[config.mk]
export PLATFORM = sky130hd
export DESIGN_NAME = uart_tx_arbiter
export DESIGN_NICKNAME = d
export VERILOG_FILES = /design/src/rtl/uart_arb_pkg.sv /design/src/rtl/byte_fifo.sv /design/src/rtl/uart_tx_arbiter.sv
export SDC_FILE = /design/constraint.sdc
export NUM_CORES = 1
export LEC_CHECK = 0
export CAP_MARGIN = 0
export CORE_MARGIN = 2
export CORE_UTILIZATION = 63
export CTS_BUF_LIST = sky130_fd_sc_hd__clkbuf_8
export CTS_CLUSTER_SIZE = 14
export DETAILED_ROUTE_END_ITERATION = 8
export PLACE_DENSITY = 0.84
export SLEW_MARGIN = 20
export SYNTH_ARGS = -nofsm -noshare
export SYNTH_HDL_FRONTEND = slang
export SYNTH_SLANG_ARGS = --single-unit
[constraint.sdc]
create_clock -name i_Clk -period 6.7 [get_ports i_Clk]
set_input_delay 1.675 -clock i_Clk [delete_from_list [all_inputs] [get_ports i_Clk]]
set_output_delay 1.675 -clock i_Clk [all_outputs]
set_load 0.05 [all_outputs]
[src/rtl/uart_arb_pkg.sv]
// Shared types and constants for the uart_tx arbiter: sequencing states,
// requester indices and default widths.
package uart_arb_pkg;

  localparam int DATA_W_DEFAULT     = 8;
  localparam int FIFO_DEPTH_DEFAULT = 8;

  localparam logic REQ_CIPHER = 1'b0;
  localparam logic REQ_STATUS = 1'b1;

  typedef enum logic [1:0] {
    IDLE      = 2'd0,
    SEND      = 2'd1,
    WAIT_DONE = 2'd2,
    GAP       = 2'd3
  } arb_state_e;

endpackage

[src/rtl/byte_fifo.sv]
// Synchronous FIFO for the cipher byte stream. A push while full is only
// accepted when a pop happens in the same cycle; overflow tracking is external.
module byte_fifo #(
  parameter int DEPTH = 8,
  parameter int WIDTH = 8
) (
  input  logic                     clk,
  input  logic                     rst_n,
  input  logic                     push,
  input  logic [WIDTH-1:0]         push_data,
  input  logic                     pop,
  output logic [WIDTH-1:0]         pop_data,
  output logic                     full,
  output logic                     empty,
  output logic [$clog2(DEPTH):0]   count
);

  localparam int AW = $clog2(DEPTH);
  localparam logic [AW:0] FULL_CNT = (AW+1)'(DEPTH);

  logic [WIDTH-1:0] mem [DEPTH];
  logic [AW-1:0]    wr_ptr;
  logic [AW-1:0]    rd_ptr;
  logic             do_push;
  logic             do_pop;

  assign empty    = (count == '0);
  assign full     = (count == FULL_CNT);
  assign do_pop   = pop && !empty;
  assign do_push  = push && (!full || do_pop);
  assign pop_data = mem[rd_ptr];

  // storage carries no reset; only pointers and count define validity
  always_ff @(posedge clk) begin
    if (do_push && rst_n) begin
      mem[wr_ptr] <= push_data;
    end
  end

  always_ff @(posedge clk) begin
    if (!rst_n) begin
      wr_ptr <= '0;
      rd_ptr <= '0;
      count  <= '0;
    end else begin
      if (do_push) begin
        wr_ptr <= wr_ptr + 1'b1;
      end
      if (do_pop) begin
        rd_ptr <= rd_ptr + 1'b1;
      end
      case ({do_push, do_pop})
        2'b10:   count <= count + 1'b1;
        2'b01:   count <= count - 1'b1;
        default: count <= count;
      endcase
    end
  end

endmodule

[src/rtl/uart_tx_arbiter.sv]
// Shares one uart_tx between the buffered cipher stream (req0) and the
// status handshake source (req1). Define ARB_FIXED_PRIO_EN for strict req1 priority.
//
//   state     | meaning
//   ----------+--------------------------------------------------
//   IDLE      | waiting for a pending request and uart_tx idle
//   SEND      | o_Tx_DV high for this single cycle
//   WAIT_DONE | byte held, waiting for uart_tx frame complete
//   GAP       | one cycle for uart_tx Active to deassert
module uart_tx_arbiter
  import uart_arb_pkg::*;
#(
  parameter int FIFO_DEPTH = FIFO_DEPTH_DEFAULT,
  parameter int DATA_W     = DATA_W_DEFAULT
) (
  input  logic              i_Clk,
  input  logic              i_Rst_n,
  input  logic              i_Req0_DV,
  input  logic [DATA_W-1:0] i_Req0_Byte,
  output logic              o_Req0_Ovf,
  input  logic              i_Req1_Valid,
  input  logic [DATA_W-1:0] i_Req1_Byte,
  output logic              o_Req1_Ready,
  output logic              o_Tx_DV,
  output logic [DATA_W-1:0] o_Tx_Byte,
  input  logic              i_Tx_Active,
  input  logic              i_Tx_Done,
  output logic              o_Grant,
  output logic              o_Busy
);

  arb_state_e                    state;
  logic                          fifo_full;
  logic                          fifo_empty;
  logic                          fifo_pop;
  logic [DATA_W-1:0]             fifo_dout;
  logic [$clog2(FIFO_DEPTH):0]   fifo_count;
  logic                          p0;
  logic                          p1;
  logic                          can_grant;
  logic                          grant_sel;

  byte_fifo #(
    .DEPTH (FIFO_DEPTH),
    .WIDTH (DATA_W)
  ) u_fifo (
    .clk       (i_Clk),
    .rst_n     (i_Rst_n),
    .push      (i_Req0_DV),
    .push_data (i_Req0_Byte),
    .pop       (fifo_pop),
    .pop_data  (fifo_dout),
    .full      (fifo_full),
    .empty     (fifo_empty),
    .count     (fifo_count)
  );

  assign p0 = !fifo_empty;
  assign p1 = i_Req1_Valid;

  // uart_tx keeps running through our reset, so Active gates every grant
  assign can_grant = i_Rst_n && (state == IDLE) && !i_Tx_Active && (p0 || p1);

`ifdef ARB_FIXED_PRIO_EN
  assign grant_sel = p1 ? REQ_STATUS : REQ_CIPHER;
`else
  logic last;
  assign grant_sel = (p0 && p1) ? ~last : p1;
`endif

  assign fifo_pop     = can_grant && (grant_sel == REQ_CIPHER);
  assign o_Req1_Ready = can_grant && (grant_sel == REQ_STATUS);
  assign o_Busy       = (state != IDLE) || (fifo_count != '0);

  always_ff @(posedge i_Clk) begin
    if (!i_Rst_n) begin
      state      <= IDLE;
      o_Tx_DV    <= 1'b0;
      o_Tx_Byte  <= '0;
      o_Grant    <= 1'b0;
      o_Req0_Ovf <= 1'b0;
`ifndef ARB_FIXED_PRIO_EN
      last       <= 1'b1;
`endif
    end else begin
      o_Tx_DV <= 1'b0;
      if (i_Req0_DV && fifo_full && !fifo_pop) begin
        o_Req0_Ovf <= 1'b1;
      end
      case (state)
        IDLE: begin
          if (can_grant) begin
            o_Tx_Byte <= (grant_sel == REQ_STATUS) ? i_Req1_Byte : fifo_dout;
            o_Grant   <= grant_sel;
`ifndef ARB_FIXED_PRIO_EN
            last      <= grant_sel;
`endif
            o_Tx_DV   <= 1'b1;
            state     <= SEND;
          end
        end
        SEND:      state <= WAIT_DONE;
        WAIT_DONE: if (i_Tx_Done) state <= GAP;
        GAP:       state <= IDLE;
        default:   state <= IDLE;
      endcase
    end
  end

endmodule
==> results of run 1 <==
==> through the flow <==
step	std cells	power (mW)	setup WS, ns
after floorplan	243	0.882	2.51
after global placement	346	0.949	1.13
after detailed placement	346	0.955	1.10
after CTS	362	1.34	1.11
after global routing	362	1.39	1.01
final	362	1.34	1.11
==> per-layer routing <==
metal	global-route usage	wire, microns
met2	0.355	3300
met5	0	0
met4	0.115	142
met1	0.315	3000
met3	0.0444	381
==> cells by family (layout without fill, tap and decap cells) <==
logic type | Yosys count | in the layout
AND/OR/NAND/NOR | 66 | 66
AO/OA/AOI/OAI | 30 | 30
flip-flops | 91 | 91
buffers and inverters | 17 | 61
adder cells (fa/ha/maj) | 6 | 6
multiplexers | 29 | 29
XOR/XNOR | 4 | 4
==> registers in the layout, summed over array words and instances (netlist names), named ones only <==
signal,cells
u_fifo.mem,64
o_Tx_Byte,8
u_fifo.count,4
u_fifo.rd_ptr,3
u_fifo.wr_ptr,3
state,2
last,1
o_Grant,1
o_Req0_Ovf,1
o_Tx_DV,1
==> critical path, stage by stage <==
cell and delay, ns:
sky130_fd_sc_hd__clkdlybuf4s50_1 0.46, sky130_fd_sc_hd__buf_4 0.19, sky130_fd_sc_hd__and3b_1 0.32, sky130_fd_sc_hd__nand2_1 0.14, sky130_fd_sc_hd__a21oi_4 0.27, sky130_fd_sc_hd__clkdlybuf4s50_1 0.86
==> report_power, final <==
group	total (mW)	switching (mW)	internal (mW)
registers	0.662	0.0297	0.633
logic	0.279	0.161	0.118
clock network	0.394	0.212	0.183
total	1.34	0.403	0.933
==> area by class of cell <==
class	instances	area, sq um	area share
Timing Repair Buffer	41	393	0.0902
Clock inverter	7	90.1	0.0207
Inverter	4	15.0	0.00345
Multi-Input combinational cell	135	1180	0.270
Sequential cell	91	2460	0.565
Clock buffer	9	124	0.0284
Tap cell	75	93.8	0.0215
==> path summary, 6_finish.rpt <==
check,start,to,slack (ns),cells after the start
setup / recovery,i_Rst_n,o_Req1_Ready,1.11,6
hold / removal,o_Grant,o_Grant,0.47,1
setup reg to reg,state[0],u_fifo.mem[1][0],3.91,7
hold reg to reg,o_Grant,o_Grant,0.47,1
==> layout by cell type (no fill, tap or decap), types with 7 or more instances in the layout <==
master and count:
sky130_fd_sc_hd__edfxtp_1 64, sky130_fd_sc_hd__nor2_1 21, sky130_fd_sc_hd__buf_4 7, sky130_fd_sc_hd__clkbuf_8 9, sky130_fd_sc_hd__a221o_1 8, sky130_fd_sc_hd__clkdlybuf4s50_1 34
sky130_fd_sc_hd__dfxtp_1 26, sky130_fd_sc_hd__nand2_1 9, sky130_fd_sc_hd__mux4_2 16, sky130_fd_sc_hd__mux2i_1 13
==> results.txt, run 1 <==
----------------------------------------------------
[Outcome]
  Run status ... complete, no violations

[Power and ir drop]
  Lkg Pwr ... 1.46 nW
  Highest ir drop seen on vdd ... 0.181 mV
  Pwr dens ... 307 mW/mm^2

[Floorplanning]
  Initial core utilization ... 0.641
  Placement Rows ... 28
  Die Span Y ... 81.1 microns
  Horizontal die dimension ... 81.1 microns
  Boundary pin count ... 35
  Placeable core region ... 0.00585 sq mm
  Die Footprint ... 0.00658 sq mm

[Placement]
  DP HPWL ... 4.65 mm
  Placed inst area ... 0.00414 sq mm
  Port buffer count ... 34
  Weighted congestion reported at the end of routability-driven placement ... 0.852

[Clock tree]
  Hold bufs inserted after CTS ... 0
  Total CTS buffers ... 9
  Clock latency reported for the late side of the worst-skew pair ... 0.37 ns
  # Post-CTS Setup Buffers ... 0
  Clock sink total ... 91
  CTS tree ... built
  Clock transition time at the flip-flop clock pins of the worst setup and hold paths ... 0.09 ns
  Number of gates resized after CTS ... 0
  Root cell of the clock tree ... sky130_fd_sc_hd__clkbuf_8
  Clock Path Buffers ... 2
  Maximum level of the CTS H-tree ... 3

[Yosys]
  Top cell type's share of synthesized area ... 0.513
  Cell with the most instances after synthesis ... sky130_fd_sc_hd__edfxtp_1
  Top cells by instance count after synthesis ... sky130_fd_sc_hd__edfxtp_1, sky130_fd_sc_hd__dfxtp_1, sky130_fd_sc_hd__nor2_1, sky130_fd_sc_hd__mux4_2, sky130_fd_sc_hd__mux2i_1
  Async set-or-reset flop fraction in the synthesized netlist ... 0
  Syn_area_per_cell ... 15.4 sq um
  Net count after synthesis ... 271
  Sequential area share after synthesis ... 0.657
  Fraction of synthesized area in multiplexers ... 0.131
  Area share of xor/xnor cells in the synthesized design ... 0.00935
  Synthesis warning total ... 0
  Post-synthesis adder-cell area fraction ... 0.0200
  Yosys cell types ... 43
  Dominant combinational cell family by area after synthesis ... multiplexers
  Area fraction in and, or, nand and nor cells after synthesis ... 0.0925
  Synthesized cell area ... 0.00375 sq mm
  Cells after synthesis ... 243
  Top cells by area, synth ... sky130_fd_sc_hd__edfxtp_1, sky130_fd_sc_hd__dfxtp_1, sky130_fd_sc_hd__mux4_2
  Most used flip-flop cell after synthesis ... sky130_fd_sc_hd__edfxtp_1
  Number of enable flip-flop cells after synthesis ... 64
  Synthesized-area fraction occupied by ao, oa, aoi and oai cells ... 0.0614
  Biggest area consumer among synthesized cells ... sky130_fd_sc_hd__edfxtp_1
  Seq cells post-synth ... 91

[Setup path]
  CP max FO ... 16
  Crit end category ... primary output
  Type of origin of the critical path ... input port
  Required time at the endpoint of the critical path ... 5.03 ns
  Arr. time, crit path ... 3.91 ns
  Critical path start-end classification ... input port to primary output

[Global route]
  Wire length of the first global-routing pass ... 10.6 mm
  Global-route usage over all layers ... 0.229
  Via count of the first global-routing pass ... 2,090
  Number of antenna violations at the first check in global routing ... 0
  Global route total overflow ... 0
  Largest net degree at the start of global routing ... 19

[Routing]
  Remaining DRCs ... 0
  Via/cell ratio ... 5.97
  First-pass DRT Iterations ... 4
  Routed Antenna Nets ... 0
  Routed WL ... 6.83 mm
  Overall via count from detail_route ... 2,161
  Number of design-rule violations left by the first detailed-router iteration ... 136
  Average detailed-routed wire length per instance ... 18.9 microns

[Timing]
  Maximum clock rate ... 179 MHz
  Final period utilization ... 0.834
  Setup repair after global routing missed its margin ... false
  Setup TNS ... 0 ns
  Minimum hold slack ... 0.466 ns
  Final Setup Violations ... 0
  Worst slew margin relative to its limit ... 0.356
  Final hold vios ... 0
  Number of pins exceeding their max-slew limit in the final report ... 0
  Post-layout min period ... 5.59 ns
  Clock tree skew after final layout ... 0.0160 ns
  Slew at the pin closest to its max-slew limit ... 0.962 ns

[Final layout]
  Number of inserted filler cells in the final layout ... 354
  Antenna cells ... 0
  Post-Layout Inst Area ... 0.00436 sq mm
  Utilization after layout ... 0.745
  Nets ... 310
  Area added between synthesis and finish ... 16.2%
  Proportion of layout cells with a drive suffix above 1 ... 0.153

[Job]
  Max Cap Viol ... 0

[Min path]
  Path type of the worst min-delay path ... register to register

----------------------------------------------------
Note: power is estimated with default switching activity, not from simulation.
==> run 2: changes to the inputs <==
--- a/config.mk
+++ b/config.mk
@@ -7,11 +7,11 @@
 export LEC_CHECK = 0
 export CAP_MARGIN = 0
 export CORE_MARGIN = 2
-export CORE_UTILIZATION = 63
+export CORE_UTILIZATION = 59
 export CTS_BUF_LIST = sky130_fd_sc_hd__clkbuf_8
 export CTS_CLUSTER_SIZE = 14
 export DETAILED_ROUTE_END_ITERATION = 8
-export PLACE_DENSITY = 0.84
+export PLACE_DENSITY = 0.8
 export SLEW_MARGIN = 20
 export SYNTH_ARGS = -nofsm -noshare
 export SYNTH_HDL_FRONTEND = slang
==> constraint.sdc (replaced) <==
create_clock -name i_Clk -period 5.2 [get_ports i_Clk]
set_input_delay 1.3 -clock i_Clk [delete_from_list [all_inputs] [get_ports i_Clk]]
set_output_delay 1.3 -clock i_Clk [all_outputs]
set_load 0.05 [all_outputs]
==> run 2 against run 1 <==
Clock skew decreased by 0.0089 ns. Non-clock buffer count increased by 3. Global-route usage decreased by 1.9 points. Clock power increased by 29%. Critical path depth unchanged. Via count increased by 3.0%. First-iteration DRC count increased by 0.74%. Clock-buffer cell count unchanged. Routed wire length increased by 1.3%. Design area increased by 0.55%. Combinational power increased by 29%. Largest power group unchanged. Highest routed layer unchanged.
==> results.txt, run 2 (same netlist as run 1, synthesis figures left out) <==
----------------------------------------------------
[Final layout]
  Sequential cell area ... 0.00246 sq mm
  Proportion of layout cells with a drive suffix above 1 ... 0.162
  Utilization after layout ... 0.702
  Leading cell type in the layout, fill and taps excluded ... sky130_fd_sc_hd__edfxtp_1
  Register with the highest flop count ... u_fifo.mem
  Nets ... 313
  Multi-input gate area in the final layout ... 0.00118 sq mm
  Max FFs per register ... 64
  Area added between synthesis and finish ... 16.9%
  Most used cells in the layout excluding fill and tap cells ... sky130_fd_sc_hd__edfxtp_1, sky130_fd_sc_hd__clkdlybuf4s50_1, sky130_fd_sc_hd__dfxtp_1, sky130_fd_sc_hd__nor2_1, sky130_fd_sc_hd__mux4_2
  Post-Layout Inst Area ... 0.00438 sq mm
  Final Instance Count excl. Fillers ... 367
  Number of inserted filler cells in the final layout ... 418
  Largest registers in the final layout ... u_fifo.mem x64, o_Tx_Byte x8, u_fifo.count x4
  Antenna cells ... 0

[Clock tree]
  Clock transition time at the flip-flop clock pins of the worst setup and hold paths ... 0.08 ns
  Number of gates resized after CTS ... 0
  CTS tree ... built
  Maximum level of the CTS H-tree ... 3
  Clock sink total ... 91
  Hold bufs inserted after CTS ... 0
  Clock Path Buffers ... 2
  # Post-CTS Setup Buffers ... 0
  Root cell of the clock tree ... sky130_fd_sc_hd__clkbuf_8
  Total CTS buffers ... 9
  Clock latency reported for the late side of the worst-skew pair ... 0.35 ns

[Min path]
  Path type of the worst min-delay path ... register to register
  Hold worst-path end ... o_Grant
  Worst Hold Path Cells ... 1
  Worst Min Path Start ... o_Grant

[Power and ir drop]
  Pwr dens ... 394 mW/mm^2
  Sum of internal, switching and leakage power ... 1.72 mW
  P_sw ... 0.490 mW
  Switching Share ... 0.284
  Clk network pwr share ... 0.296
  Lkg Pwr ... 1.48 nW
  Seq pwr share ... 0.496
  Comb pwr share ... 0.208
  Highest ir drop seen on vdd ... 0.277 mV
  Internal power ... 1.23 mW

[Timing]
  Clock tree skew after final layout ... 0.00710 ns
  Setup repair after global routing missed its margin ... false
  Worst slew margin relative to its limit ... 0.445
  Post-layout min period ... 4.25 ns
  Final period utilization ... 0.817
  Minimum hold slack ... 0.480 ns
  Final hold vios ... 0
  Maximum clock rate ... 235 MHz
  Setup TNS ... 0 ns
  Number of pins exceeding their max-slew limit in the final report ... 0
  Final Setup Violations ... 0
  Slew at the pin closest to its max-slew limit ... 0.830 ns
  Post-route worst setup slack ... 0.953 ns

[Setup path]
  RR Startpoint ... state[0]
  CP max FO ... 16
  Arr. time, crit path ... 2.95 ns
  Crit end category ... primary output
  Type of origin of the critical path ... input port
  Depth of the most critical reg-to-reg path ... 6
  Worst reg2reg setup slack ... 2.58 ns
  Required time at the endpoint of the critical path ... 3.90 ns
  Critical path start-end classification ... input port to primary output
  Worst R2R End ... u_fifo.mem[6][7]

[Routing]
  Via/cell ratio ... 6.07
  Routed WL ... 6.92 mm
  Average detailed-routed wire length per instance ... 18.8 microns
  Number of design-rule violations left by the first detailed-router iteration ... 137
  Routed Antenna Nets ... 0
  Overall via count from detail_route ... 2,226
  First-pass DRT Iterations ... 5
  Remaining DRCs ... 0

[Global route]
  Largest net degree at the start of global routing ... 17
  Wire length of the first global-routing pass ... 11.1 mm
  Via count of the first global-routing pass ... 2,155
  Global route total overflow ... 0
  Global-route usage over all layers ... 0.210
  Number of antenna violations at the first check in global routing ... 0

[Floorplanning]
  Horizontal die dimension ... 83.7 microns
  Die Span Y ... 83.7 microns
  Placeable core region ... 0.00624 sq mm
  Initial core utilization ... 0.601
  Die Footprint ... 0.00701 sq mm
  Boundary pin count ... 35
  Placement Rows ... 29

[Placement]
  Port buffer count ... 34
  Weighted congestion reported at the end of routability-driven placement ... 0.869
  DP HPWL ... 4.77 mm
  Number of cells in the design after placement ... 351
  Placement-stage worst setup slack ... 0.956 ns
  Placed inst area ... 0.00416 sq mm

[Outcome]
  Run status ... complete, no violations

[Job]
  Max Cap Viol ... 0

----------------------------------------------------
-- run 2: cell type report --
cell class	count	area share
tap	77	0.0220
timing repair buffer	44	0.0943
inverter	4	0.00343
clock buffer	9	0.0283
sequential	91	0.562
clock inverter	7	0.0209
multi-input combinational	135	0.269
-- run 2: worst max-delay path, cell delays in order --
cell and delay (ns):
sky130_fd_sc_hd__clkdlybuf4s50_1 0.46, sky130_fd_sc_hd__buf_4 0.20, sky130_fd_sc_hd__and3b_1 0.33, sky130_fd_sc_hd__nand2_1 0.13, sky130_fd_sc_hd__a21oi_4 0.27, sky130_fd_sc_hd__buf_4 0.26
-- run 2: worst max path at each step --
stage	to	depth (start not counted)	from
after floorplan	o_Req1_Ready	4	i_Tx_Active
after global placement	o_Req1_Ready	6	i_Rst_n
after detailed placement	o_Req1_Ready	6	i_Rst_n
after CTS	o_Req1_Ready	6	i_Rst_n
after global routing	o_Req1_Ready	6	i_Rst_n
final	o_Req1_Ready	6	i_Rst_n
-- run 2: power by group through the flow --
| stage | Clock, mW | Sequential (mW) | Combinational [mW] |
|---|---|---|---|
| floorplan | 0 | 0.914 | 0.222 |
| global placement | 0 | 0.870 | 0.352 |
| detailed placement | 0 | 0.872 | 0.360 |
| CTS | 0.518 | 0.856 | 0.362 |
| global route | 0.545 | 0.864 | 0.390 |
| finish | 0.510 | 0.855 | 0.359 |
-- run 2: metal layers --
layer / wire, microns / track usage / vias up
met1: 2940 / 0.289 / 1101
met3: 407 / 0.0524 / 12
met5: 0 / 0 / -
li1: - / - / 1030
met2: 3430 / 0.329 / 83
met4: 136 / 0.0777 / 0
